**config.mk**
```make
export PLATFORM = sky130hd
export DESIGN_NAME = sc_level_tracker
export DESIGN_NICKNAME = d
export VERILOG_FILES = /design/src/rtl/sc_level_tracker.sv
export SDC_FILE = /design/constraint.sdc
export NUM_CORES = 1
export LEC_CHECK = 0
export BUFFER_PORTS_ARGS = -buffer_cell sky130_fd_sc_hd__clkbuf_2
export CAP_MARGIN = 20
export CORE_ASPECT_RATIO = 1.2
export CORE_MARGIN = 2
export CORE_UTILIZATION = 45
export CTS_CLUSTER_DIAMETER = 40
export DETAILED_ROUTE_END_ITERATION = 6
export PLACE_DENSITY = 0.67
export REMOVE_ABC_BUFFERS = 1
export SYNTH_ARGS = -nofsm -noshare
export SYNTH_HDL_FRONTEND = slang
export SYNTH_SLANG_ARGS = --single-unit
export TNS_END_PERCENT = 5
```
**constraint.sdc**
```tcl
create_clock -name SC_LEVEL_STATEMACHINE_CLOCK_50 -period 4.9 [get_ports SC_LEVEL_STATEMACHINE_CLOCK_50]
set_input_delay 1.225 -clock SC_LEVEL_STATEMACHINE_CLOCK_50 [delete_from_list [all_inputs] [get_ports SC_LEVEL_STATEMACHINE_CLOCK_50]]
set_output_delay 1.225 -clock SC_LEVEL_STATEMACHINE_CLOCK_50 [all_outputs]
set_load 0.005 [all_outputs]
```
**src/rtl/sc_level_tracker.sv**
```systemverilog
// Level/progress tracker for the game controller: edge-detects the active-low
// strobes and steps a three-state IDLE/PLAY/OVER machine with level, progress and prescaler counters.
module sc_level_tracker #(
  parameter int unsigned PRESCALE_WIDTH    = 8,
  parameter int unsigned PRESCALE_TERMINAL = 100
) (
  input  logic       SC_LEVEL_STATEMACHINE_CLOCK_50,
  input  logic       SC_LEVEL_STATEMACHINE_RESET_InHigh,
  input  logic       SC_LEVEL_TRACKER_Start_InLow,
  input  logic       SC_LEVEL_TRACKER_upCount_InLow,
  input  logic       SC_LEVEL_TRACKER_ProgressUpCount_InLow,
  input  logic       SC_LEVEL_TRACKER_LevelFinished_InLow,
  input  logic       SC_LEVEL_TRACKER_FinishedGame_InLow,
  output logic [2:0] SC_LEVEL_TRACKER_CurrentLevel_Out,
  output logic [4:0] SC_LEVEL_TRACKER_LvlProgressCount_Out,
  output logic       SC_LEVEL_TRACKER_T0_OutLow,
  output logic       SC_LEVEL_TRACKER_GameOver_Out
);

  localparam logic [PRESCALE_WIDTH-1:0] LP_TERMINAL = PRESCALE_WIDTH'(PRESCALE_TERMINAL);

  typedef enum logic [1:0] {
    ST_IDLE = 2'd0,
    ST_PLAY = 2'd1,
    ST_OVER = 2'd2
  } state_t;

  state_t                    r_state;
  logic [2:0]                r_level;
  logic [4:0]                r_progress;
  logic [PRESCALE_WIDTH-1:0] r_prescale;
  logic                      r_start_prev;
  logic                      r_tick_prev;
  logic                      r_prog_prev;
  logic                      r_lvl_prev;
  logic                      r_fin_prev;

  logic w_start_ev;
  logic w_tick_ev;
  logic w_prog_ev;
  logic w_lvl_ev;
  logic w_fin_ev;

  // Falling edge: low now, high on the previous sample.
  assign w_start_ev = ~SC_LEVEL_TRACKER_Start_InLow           & r_start_prev;
  assign w_tick_ev  = ~SC_LEVEL_TRACKER_upCount_InLow         & r_tick_prev;
  assign w_prog_ev  = ~SC_LEVEL_TRACKER_ProgressUpCount_InLow & r_prog_prev;
  assign w_lvl_ev   = ~SC_LEVEL_TRACKER_LevelFinished_InLow   & r_lvl_prev;
  assign w_fin_ev   = ~SC_LEVEL_TRACKER_FinishedGame_InLow    & r_fin_prev;

  always_ff @(posedge SC_LEVEL_STATEMACHINE_CLOCK_50 or posedge SC_LEVEL_STATEMACHINE_RESET_InHigh) begin
    if (SC_LEVEL_STATEMACHINE_RESET_InHigh) begin
      r_state      <= ST_IDLE;
      r_level      <= '0;
      r_progress   <= '0;
      r_prescale   <= '0;
      r_start_prev <= 1'b1;
      r_tick_prev  <= 1'b1;
      r_prog_prev  <= 1'b1;
      r_lvl_prev   <= 1'b1;
      r_fin_prev   <= 1'b1;
    end else begin
      r_start_prev <= SC_LEVEL_TRACKER_Start_InLow;
      r_tick_prev  <= SC_LEVEL_TRACKER_upCount_InLow;
      r_prog_prev  <= SC_LEVEL_TRACKER_ProgressUpCount_InLow;
      r_lvl_prev   <= SC_LEVEL_TRACKER_LevelFinished_InLow;
      r_fin_prev   <= SC_LEVEL_TRACKER_FinishedGame_InLow;
      case (r_state)
        ST_IDLE: begin
          if (w_start_ev) begin
            r_level    <= 3'd1;
            r_progress <= '0;
            r_prescale <= '0;
            r_state    <= ST_PLAY;
          end
        end
        ST_PLAY: begin
          // Priority chain discards lower-priority events in the same cycle.
          if (w_fin_ev) begin
            r_state <= ST_OVER;
          end else if (w_lvl_ev) begin
            if (r_level != 3'd7) r_level <= r_level + 3'd1;
            r_progress <= '0;
            r_prescale <= '0;
          end else if (w_prog_ev) begin
            if (r_progress != 5'd31) r_progress <= r_progress + 5'd1;
            r_prescale <= '0;
          end else if (w_tick_ev) begin
            if (r_prescale < LP_TERMINAL) r_prescale <= r_prescale + 1'b1;
          end
        end
        ST_OVER: begin
        end
        default: r_state <= ST_IDLE;
      endcase
    end
  end

  assign SC_LEVEL_TRACKER_CurrentLevel_Out      = r_level;
  assign SC_LEVEL_TRACKER_LvlProgressCount_Out  = r_progress;
  assign SC_LEVEL_TRACKER_T0_OutLow             = ~((r_state == ST_PLAY) && (r_prescale == LP_TERMINAL));
  assign SC_LEVEL_TRACKER_GameOver_Out          = (r_state == ST_OVER);

endmodule

```
After elaboration in Yosys (flattened, before gate mapping)
Cells that the tools add are included.

Add/sub/neg operators: 3. $lt $le $gt $ge: 1. Equal/unequal tests: 14. Muxes and demuxes: 21. Bitwise logic cells: 12. Reduce and logical (&&, ||, !) cells: 7.

Operators with widths (count): two-way mux 8 bit (6); two-way mux 5 bit (5); case mux 8 bit (2 select lines) (1); AND reduction 5 bit (3); two-way mux 3 bit (4); inequality test 2 bit, second input constant (5); case mux 5 bit (2 select lines) (1); inequality test 3 bit, second input constant (3); adder 8 x 1 -> 8 bit, second input constant (1); equality test 8 x 7 -> 1 bit, second input constant (1); < comparator 8 x 7 -> 1 bit, second input constant (1); inequality test 4 bit, second input constant (2); NOT 1 bit (7); case mux 2 bit (3 select lines) (1); case mux 3 bit (2 select lines) (1); adder 5 x 1 -> 5 bit, second input constant (1); bitwise AND 1 bit (5); inequality test 5 bit, second input constant (1); two-way mux 2 bit (2); adder 3 x 1 -> 3 bit, second input constant (1); AND reduction 3 bit (1); equality test 2 x 1 -> 1 bit, second input constant (1); equality test 2 bit, second input constant (1); zero test 2 bit (1); 2 further kinds (2).

Register bits after elaboration: 23. Input bits: 7. Output and inout port bits: 10. Logic and storage cells: 67.

Longest topological paths before layout
Gate-level depths: netlist of run 1.

Depth in word-level cells: 7. Gate-level depth with buffers: 7.

Worst setup path before layout of run 1
Ideal clock, no wire load.

Kind: input port to flip-flop. Start point: in SC_LEVEL_TRACKER_ProgressUpCount_InLow. End point: reg r_progress[0], in the netlist SC_LEVEL_TRACKER_LvlProgressCount_Out[0]. Library setup time: 0.125 ns. Arrival time: 2.172 ns. Data required time: 4.775 ns. Slack: 2.603 ns. Cell stages on the path: 4. Path buffers: 0. Cells stage by stage: nor2b_1 nor3_2 a311o_1 mux2_4.

Word-level cells in the longest chain between the ends: 4.

RTL lines: start: declaration (RTL line 11) `input logic SC_LEVEL_TRACKER_ProgressUpCount_InLow,`; NOT 1 bit (RTL line 47) `assign w_prog_ev = ~SC_LEVEL_TRACKER_ProgressUpCount_InLow & r_prog_prev;`; bitwise AND 1 bit (RTL line 47); inequality test 3 bit (no line); AND reduction 5 bit (no line); end signal: assignment (RTL line 86) `if (r_progress != 5'd31) r_progress <= r_progress + 5'd1;`; end: declaration (RTL line 30) `logic [4:0] r_progress;`.

No other way between the ends. A chain may end at the register's enable or synchronous reset.

Worst setup path in the final report of run 1
Start point: reg r_state[1]. End point: out SC_LEVEL_TRACKER_T0_OutLow.

Word-level cells in the longest chain between the ends: 3.

RTL lines: start: declaration (RTL line 28) `state_t r_state;`; start signal: assignment (RTL line 53) `r_state <= ST_IDLE;`; start signal: assignment (RTL line 74) `r_state <= ST_PLAY;`; start signal: assignment (RTL line 80) `r_state <= ST_OVER;`; equality test 2 x 1 -> 1 bit (RTL line 101) `assign SC_LEVEL_TRACKER_T0_OutLow = ~((r_state == ST_PLAY) && (r_prescale == LP_TERMINAL));`; logical AND 1 bit (RTL line 101); NOT 1 bit (RTL line 101); end: declaration (RTL line 16) `output logic SC_LEVEL_TRACKER_T0_OutLow,`.

No other way between the ends.

==> results.txt, run 1 <==
----------------------------------------------------
[Routing]
  First-pass iteration count of the detailed router ... 4
  Post-route ant nets ... 0
  Average wire per standard cell ... 14.5 µm
  Vias after detailed routing ... 924
  Residual DRC ... 0
  Drt first-iter violations ... 12
  Vias per std cell ... 5.92
  Final Routed Wirelength ... 2.26 mm

[Global routing]
  First-pass GRT wire length ... 3.97 mm
  Number of antenna violations at the first check in global routing ... 0
  Grt ovf ... 0
  Overall Global Routing Usage ... 17.3%
  GR met2 Demand/Resource ... 27.3%
  Routing usage on met1 ... 23.3%
  Global route hottest layer ... met2
  Vias in the first global route ... 850
  Largest net degree at the start of global routing ... 24
  Routing usage on met3 ... 3.45%

[Placement]
  Placed Instances ... 152
  Post-DP HPWL ... 1.70 mm
  Setup Slack @ Placement ... 2.41 ns
  Number of port buffers ... 16
  Routability congestion estimate from global placement ... 0.920

[Yosys]
  Share of the synthesized netlist area taken by xor and xnor gates ... 0%
  Multiplexer fraction of the synthesized cell area ... 2.10%
  Adder-cell area share of the yosys netlist ... 6.30%
  Combinational family with the most area after synthesis ... simple AND/OR/NAND/NOR gates
  Netlist area before placement ... 1190 µm²
  Synth area leaders ... dfrtp_1 (38%), dfstp_2 (11%), ha_1 (6.3%), a22o_1 (2.9%), a31oi_1 (2.6%)
  Fraction of synthesized cell area taken by the top area cell type ... 37.8%
  Sequential cell area fraction in the yosys report ... 48.8%
  Dominant synthesized flop cell ... dfrtp_1
  Most area-hungry cell type in the Yosys netlist ... dfrtp_1
  Avg Inst Size Synth ... 11.5 µm²
  Fraction of the mapped netlist area in compound gates ... 19.2%
  Cells after Synth ... 104
  Area fraction in and, or, nand and nor cells after synthesis ... 21.1%
  Warning count from the yosys run ... 0
  Number of distinct library cells after synthesis ... 45
  Number of synthesized flops with an enable pin ... 0
  Proportion of synthesized flip-flops having asynchronous set or reset ... 100%
  Seq cells post-synth ... 23

[Layout]
  Ratio of cells with drive above 1 in the final layout ... 30.1%
  Sequential cell area ... 582 µm²
  Final standard cell utilization of the core ... 52.9%
  Area Overhead vs Synth ... 12.1%
  Area of the multi-input gates ... 581 µm²
  Fin cells ... 156
  Post-layout net count ... 137
  Filler cell count in the final layout ... 236
  Count of inserted antenna diode cells ... 0

[Floorplan]
  Cell row count ... 20
  Vertical die dimension ... 60.4 µm
  X dimension of the die ... 51.0 µm
  Initial Util ... 47.2%
  Boundary pin count ... 17
  Total Die Area ... 3080 µm²
  Placeable core region ... 2530 µm²

[CTS]
  Worst-Skew Late Latency ... 0.31 ns
  Post-CTS Setup Repair Bufs ... 0
  CTS Buf Count ... 3
  Clock transition at the registers of the reported paths ... 0.13 ns
  TritonCTS clock tree ... done
  Number of clock sinks ... 23
  Count of hold-fix buffers inserted at cts ... 0
  Level count of the clock H-tree ... 1
  Resize count post-CTS ... 0
  Maximum clock path buffer count ... 2
  Buffer type at the clock tree root ... clkbuf_4

[STA]
  Max Transition Viols Final ... 0
  Post-Route Setup TNS ... 0 ns
  Number of setup violations in the final report ... 0
  Unrepaired setup endpoints after global routing ... false
  Count of final hold-check violations ... 0
  Final critical-path share of the clock period ... 56.5%
  Max-Slew Margin vs Limit ... 43.4%
  Worst setup margin ... 2.13 ns
  Transition time of the tightest slew-check pin ... 0.848 ns
  Setup skew after layout ... 0.00263 ns
  Minimum clock period after layout ... 2.77 ns
  Fmax ... 361 MHz

[Pwr]
  VDD IR-drop max ... 0.221 mV
  Power per cell area ... 391 nW/µm²
  Leakage component of the power ... 0.622 nW

[Worst setup path]
  Setup crit end kind ... output pin
  Critical path data required time ... 3.67 ns
  Arrival time at the worst endpoint ... 1.55 ns
  Launching element type of the critical path ... flip-flop
  Worst setup path category ... flip-flop to output pin
  Critical Path Fanout Max ... 5

[Status]
  Status ... complete, no violations

[Min path]
  Hold crit path type ... flip-flop to flip-flop

[Job]
  Max-Cap Viols ... 0

----------------------------------------------------
## power breakdown
part	internal (W)	total, W	switching, W
sequential	0.000218	0.000244	0.0000264
clock	0.0000318	0.0000897	0.0000579
combinational	0.0000813	0.000189	0.000108
total	0.000331	0.000523	0.000192
## cells in the final DEF (no fill, tap or decap), types with 3 or more instances in the layout
master and count:
a21oi_1 5, a22o_1 4, a31oi_1 5, clkbuf_2 16, clkbuf_4 3, dfrtp_1 18, dfstp_2 5, ha_1 6
inv_1 6, nand2_1 3, nand3_1 4, nor2b_1 3
## metal layers
layer,vias up,wire [µm],part of all wire (%)
met5,-,0,0
met1,466,1040,46
li1,434,-,-
met3,4,85,3.8
met4,0,34,1.5
met2,20,1100,49
## synthesized netlist by cell type (all sizes together), types with 2 or more instances
master and n:
ha 6, and2b 2, o21ai 2, nor4 3, inv 7, nand3 4, a21oi 6, o311ai 2
a31oi 5, and3 2, nor2 2, nand2 4, nand2b 3, dfrtp 18, nor2b 3, nor3 2
a211o 2, dfstp 5, and4 2, nand4b 2, a22o 4, and2 2, a21bo 2
## per-stage QoR
stage	power (W)	area, µm²	hold slack, ns
finish	0.000523	1340	0.522
global route	0.000563	1340	0.564
CTS	0.000527	1340	0.530
detailed placement	0.000438	1310	0.512
global placement	0.000435	1310	0.504
floorplan	0.000384	1190	0.489
## final cells by class
cell class | instances | area share [%]
timing repair buffer | 16 | 5.99
inverter | 7 | 1.97
clock buffer | 4 | 1.97
tap | 33 | 3.09
multi-input combinational | 73 | 43.4
sequential | 23 | 43.5
## registers in the layout (all words and copies together), names as in the netlist
name                                   cells
r_state                                    2
SC_LEVEL_TRACKER_LvlProgressCount_Out      5
r_prescale                                 8
r_tick_prev                                1
r_prog_prev                                1
r_lvl_prev                                 1
r_fin_prev                                 1
r_start_prev                               1
SC_LEVEL_TRACKER_CurrentLevel_Out          3
## logic make-up after synthesis
group,after synthesis
AO/OA/AOI/OAI,30
adder cells (fa/ha/maj),6
buffers and inverters,8
flip-flops,23
multiplexers,2
AND/OR/NAND/NOR,35
## worst max-delay path, cell delays in order, from the launching register on
cell	delay, ns
dfrtp_1	0.43
nand2b_1	0.26
nor4_1	0.30
nand4b_1	0.13
clkbuf_2	0.12
## worst paths after layout
path | from | end | slack [ns] | depth (start not counted)
setup / recovery | r_state[1] | SC_LEVEL_TRACKER_T0_OutLow | 2.13 | 4
max in group asynchronous | SC_LEVEL_STATEMACHINE_RESET_InHigh | SC_LEVEL_TRACKER_CurrentLevel_Out[1] | 3.34 | 2
hold / removal | SC_LEVEL_TRACKER_CurrentLevel_Out[0] | SC_LEVEL_TRACKER_CurrentLevel_Out[0] | 0.52 | 1
setup reg to reg | SC_LEVEL_TRACKER_LvlProgressCount_Out[0] | SC_LEVEL_TRACKER_LvlProgressCount_Out[3] | 3.02 | 7
min in group asynchronous | SC_LEVEL_STATEMACHINE_RESET_InHigh | r_prescale[1] | 1.04 | 2
hold reg to reg | SC_LEVEL_TRACKER_CurrentLevel_Out[0] | SC_LEVEL_TRACKER_CurrentLevel_Out[0] | 0.52 | 1
No activity file was read; power rests on OpenSTA's default activity.
==> run 2: changes to the inputs <==
--- a/config.mk
+++ b/config.mk
@@ -5,6 +5,7 @@
 export SDC_FILE = /design/constraint.sdc
 export NUM_CORES = 1
 export LEC_CHECK = 0
+export ABC_AREA = 1
 export BUFFER_PORTS_ARGS = -buffer_cell sky130_fd_sc_hd__clkbuf_2
 export CAP_MARGIN = 20
 export CORE_ASPECT_RATIO = 1.2
@@ -12,7 +13,7 @@
 export CORE_UTILIZATION = 45
 export CTS_CLUSTER_DIAMETER = 40
 export DETAILED_ROUTE_END_ITERATION = 6
-export PLACE_DENSITY = 0.67
+export PLACE_DENSITY = 0.69
 export REMOVE_ABC_BUFFERS = 1
 export SYNTH_ARGS = -nofsm -noshare
 export SYNTH_HDL_FRONTEND = slang
==> constraint.sdc (replaced) <==
create_clock -name SC_LEVEL_STATEMACHINE_CLOCK_50 -period 2.3 [get_ports SC_LEVEL_STATEMACHINE_CLOCK_50]
set_input_delay 0.575 -clock SC_LEVEL_STATEMACHINE_CLOCK_50 [delete_from_list [all_inputs] [get_ports SC_LEVEL_STATEMACHINE_CLOCK_50]]
set_output_delay 0.575 -clock SC_LEVEL_STATEMACHINE_CLOCK_50 [all_outputs]
set_load 0.005 [all_outputs]
==> run 2 against run 1 <==
  * Critical path depth grew 1
  * Critical path type unchanged
  * Highest routed layer unchanged
  * Non-clock buffer count grew 1
  * Sequential share of layout area shrank 3.0 points
  * Global-route usage shrank 0.28 points
  * Hold slack lost 0.26 ns
  * Design area grew 7.3%
==> results.txt, run 2 <==
----------------------------------------------------
[Layout]
  Area Overhead vs Synth ... 12.2%
  Final cell area excluding filler cells ... 1430 µm² (+7.3%)
  Flip-flop count of the largest register after layout ... 8 (unchanged)
  Count of inserted antenna diode cells ... 0 (unchanged)
  Ratio of cells with drive above 1 in the final layout ... 21.5% (-8.6 points)
  Commonest non-fill, non-tap cells in the layout ... nand2_1 (36), inv_1 (22), nand3_1 (20)
  Post-layout net count ... 191 (+39%)
  Fin cells ... 211 (+35%)
  Filler cell count in the final layout ... 283 (+20%)
  Top reg by flops ... r_prescale
  Most common cell after layout, fill and taps aside ... nand2_1

[CTS]
  Maximum clock path buffer count ... 2 (unchanged)
  Post-CTS Setup Repair Bufs ... 0 (unchanged)
  Level count of the clock H-tree ... 1 (unchanged)
  Worst-Skew Late Latency ... 0.31 ns (about the same)
  TritonCTS clock tree ... done
  Number of clock sinks ... 23 (unchanged)
  Buffer type at the clock tree root ... clkbuf_4
  Resize count post-CTS ... 0 (unchanged)
  Count of hold-fix buffers inserted at cts ... 0 (unchanged)
  CTS Buf Count ... 3 (unchanged)
  Clock transition at the registers of the reported paths ... 0.13 ns (about the same)

[Worst setup path]
  Setup crit end kind ... output pin
  Worst Reg-to-Reg Cells ... 8 (+1)
  Setup crit end ... SC_LEVEL_TRACKER_T0_OutLow
  Arrival time at the worst endpoint ... 1.33 ns (-0.22 ns)
  Biggest cell delay along the critical path ... 0.45 ns (+0.02 ns)
  R2r setup slk ... 0.69 ns (-2.33 ns)
  Worst setup path category ... flip-flop to output pin
  Launching element type of the critical path ... flip-flop
  CP max stage cell ... dfrtp_1
  Ordered cell list for the critical path ... nor2_1 > nand2_1 > nor3_1 > nand3_1 > clkbuf_2
  Combined buffer and inverter count along the critical path ... 1 (unchanged)
  Crit path from ... r_prescale[4]
  Critical path data required time ... 1.73 ns (-1.94 ns)
  Critical Path Fanout Max ... 5 (unchanged)
  Crit path max-delay family ... flip-flops
  Number of gates on the worst path with buffers counted ... 5 (+1)
  Worst reg2reg path startpoint ... SC_LEVEL_TRACKER_LvlProgressCount_Out[0]
  Worst r2r dst ... SC_LEVEL_TRACKER_LvlProgressCount_Out[3]

[Routing]
  Final Routed Wirelength ... 2.48 mm (+9.6%)
  Average wire per standard cell ... 11.8 µm (-19%)
  Drt first-iter violations ... 29 (+17)
  Residual DRC ... 0 (unchanged)
  Vias after detailed routing ... 1069 (+16%)
  First-pass iteration count of the detailed router ... 4 (unchanged)
  Vias per std cell ... 5.07 (-14%)
  Post-route ant nets ... 0 (unchanged)

[Yosys]
  Number of synthesized flops with an enable pin ... 0 (unchanged)
  Number of distinct library cells after synthesis ... 22 (-51%)
  Warning count from the yosys run ... 0 (unchanged)
  Commonest cells post-synth ... nand2_1 (36), inv_1 (22), nand3_1 (20), dfrtp_1 (18), nor2_1 (15)
  Seq cells post-synth ... 23 (unchanged)
  Sequential cell area fraction in the yosys report ... 45.5% (-3.2 points)
  Fraction of synthesized cell area taken by the top area cell type ... 35.3% (-2.5 points)
  Leading cell type by number of instances after synthesis ... nand2_1
  Cells after Synth ... 156 (+50%)
  Dominant synthesized flop cell ... dfrtp_1
  Most area-hungry cell type in the Yosys netlist ... dfrtp_1
  Proportion of synthesized flip-flops having asynchronous set or reset ... 100% (unchanged)
  Avg Inst Size Synth ... 8.19 µm² (-29%)
  Netlist area before placement ... 1280 µm² (+7.1%)
  Synth area leaders ... dfrtp_1 (35%), nand2_1 (11%), dfstp_2 (10%), nand3_1 (7.8%), inv_1 (6.5%)

[Global routing]
  Largest net degree at the start of global routing ... 24 (unchanged)
  Grt ovf ... 0 (unchanged)
  GR met2 Demand/Resource ... 30.5% (+3.2 points)
  First-pass GRT wire length ... 4.26 mm (+7.1%)
  Number of antenna violations at the first check in global routing ... 0 (unchanged)
  Routing usage on met1 ... 19.6% (-3.7 points)
  Routing usage on met3 ... 2.16% (-1.3 points)
  Vias in the first global route ... 1050 (+24%)
  Overall Global Routing Usage ... 17.0% (-0.28 points)
  Global route hottest layer ... met2

[STA]
  Post-Route Setup TNS ... 0 ns (unchanged)
  Max Transition Viols Final ... 0 (unchanged)
  Unrepaired setup endpoints after global routing ... false
  Minimum clock period after layout ... 1.91 ns
  Count of final hold-check violations ... 0 (unchanged)
  Fmax ... 524 MHz
  Number of setup violations in the final report ... 0 (unchanged)
  Final critical-path share of the clock period ... 83.0%
  Setup skew after layout ... 0.00878 ns (+0.00615 ns)
  Transition time of the tightest slew-check pin ... 0.332 ns (-0.516 ns)
  Max-Slew Margin vs Limit ... 77.8% (+34 points)

[Pwr]
  Power per cell area ... 791 nW/µm² (+100%)
  Total chip power ... 0.00113 W (+120%)
  Leakage component of the power ... 0.755 nW (+21%)
  VDD IR-drop max ... 0.357 mV (+61%)

[Floorplan]
  Cell row count ... 21 (+5.0%)
  Total Die Area ... 3280 µm² (+6.6%)
  Vertical die dimension ... 62.4 µm (+3.3%)
  Boundary pin count ... 17 (unchanged)
  Initial Util ... 46.3% (-0.87 points)
  Placeable core region ... 2760 µm² (+9.2%)
  X dimension of the die ... 52.6 µm (+3.2%)

[Placement]
  Routability congestion estimate from global placement ... 0.830 (-9.9%)
  Placed Area ... 1410 µm² (+7.4%)
  Placed Instances ... 207 (+36%)
  Number of port buffers ... 16 (unchanged)
  Post-DP HPWL ... 1.84 mm (+8.6%)

[Job]
  Max-Cap Viols ... 0 (unchanged)

[Status]
  Status ... complete, no violations

[Min path]
  Hold crit path type ... input pin to async pin

----------------------------------------------------
[run 2: logic make-up after synthesis]
kind of cell	after synthesis	synth area share, %
simple gates	90	35.4
fa+ha+maj	6	5.88
flops	23	45.5
xor+xnor	2	1.37
buf+inv	23	6.76
compound gates	12	5.09
[run 2: through the flow]
step | hold WS [ns] | setup slack, ns | utilization [%]
floorplan | 0.486 | 0.841 | -
global placement | 0.499 | 0.750 | 51.0
detailed placement | 0.519 | 0.700 | 51.0
CTS | 0.262 | 0.366 | 52.0
global route | 0.285 | 0.265 | 52.0
finish | 0.257 | 0.391 | 52.0
[run 2: area by class of cell]
type	instances	area [µm²]	area share (%)
Multi-Input combinational cell	110	609	42.5
Sequential cell	23	582	40.6
Timing Repair Buffer	17	87.6	6.11
Inverter	23	86.3	6.02
Tap cell	34	42.5	2.97
Clock buffer	4	26.3	1.83
[run 2: worst min-delay path, stage by stage]
cell and delay [ns]:
clkbuf_2 0.08, inv_1 0.04, buf_4 0.29
[run 2: how the worst min path moves through the flow]
stage	startpoint	endpoint	slack, ns	depth (start not counted)
floorplan	r_prescale[7]	r_prescale[7]	0.49	2
global placement	SC_LEVEL_TRACKER_CurrentLevel_Out[2]	SC_LEVEL_TRACKER_CurrentLevel_Out[2]	0.50	2
detailed placement	SC_LEVEL_TRACKER_CurrentLevel_Out[2]	SC_LEVEL_TRACKER_CurrentLevel_Out[2]	0.52	2
CTS	SC_LEVEL_STATEMACHINE_RESET_InHigh	SC_LEVEL_TRACKER_CurrentLevel_Out[1]	0.26	3
global route	SC_LEVEL_STATEMACHINE_RESET_InHigh	SC_LEVEL_TRACKER_CurrentLevel_Out[2]	0.29	3
finish	SC_LEVEL_STATEMACHINE_RESET_InHigh	SC_LEVEL_TRACKER_CurrentLevel_Out[0]	0.26	3
[run 2: report_power, final]
part	switching, W	internal, W	total (W)
Combinational	0.000273	0.000140	0.000412
Clock	0.000123	0.0000678	0.000191
Sequential	0.0000656	0.000466	0.000531
[run 2: metal layers]
metal	vias up	wire (µm)
met2	17	1330
met4	0	44
li1	542	-
met3	5	72
met5	-	0
met1	505	1030
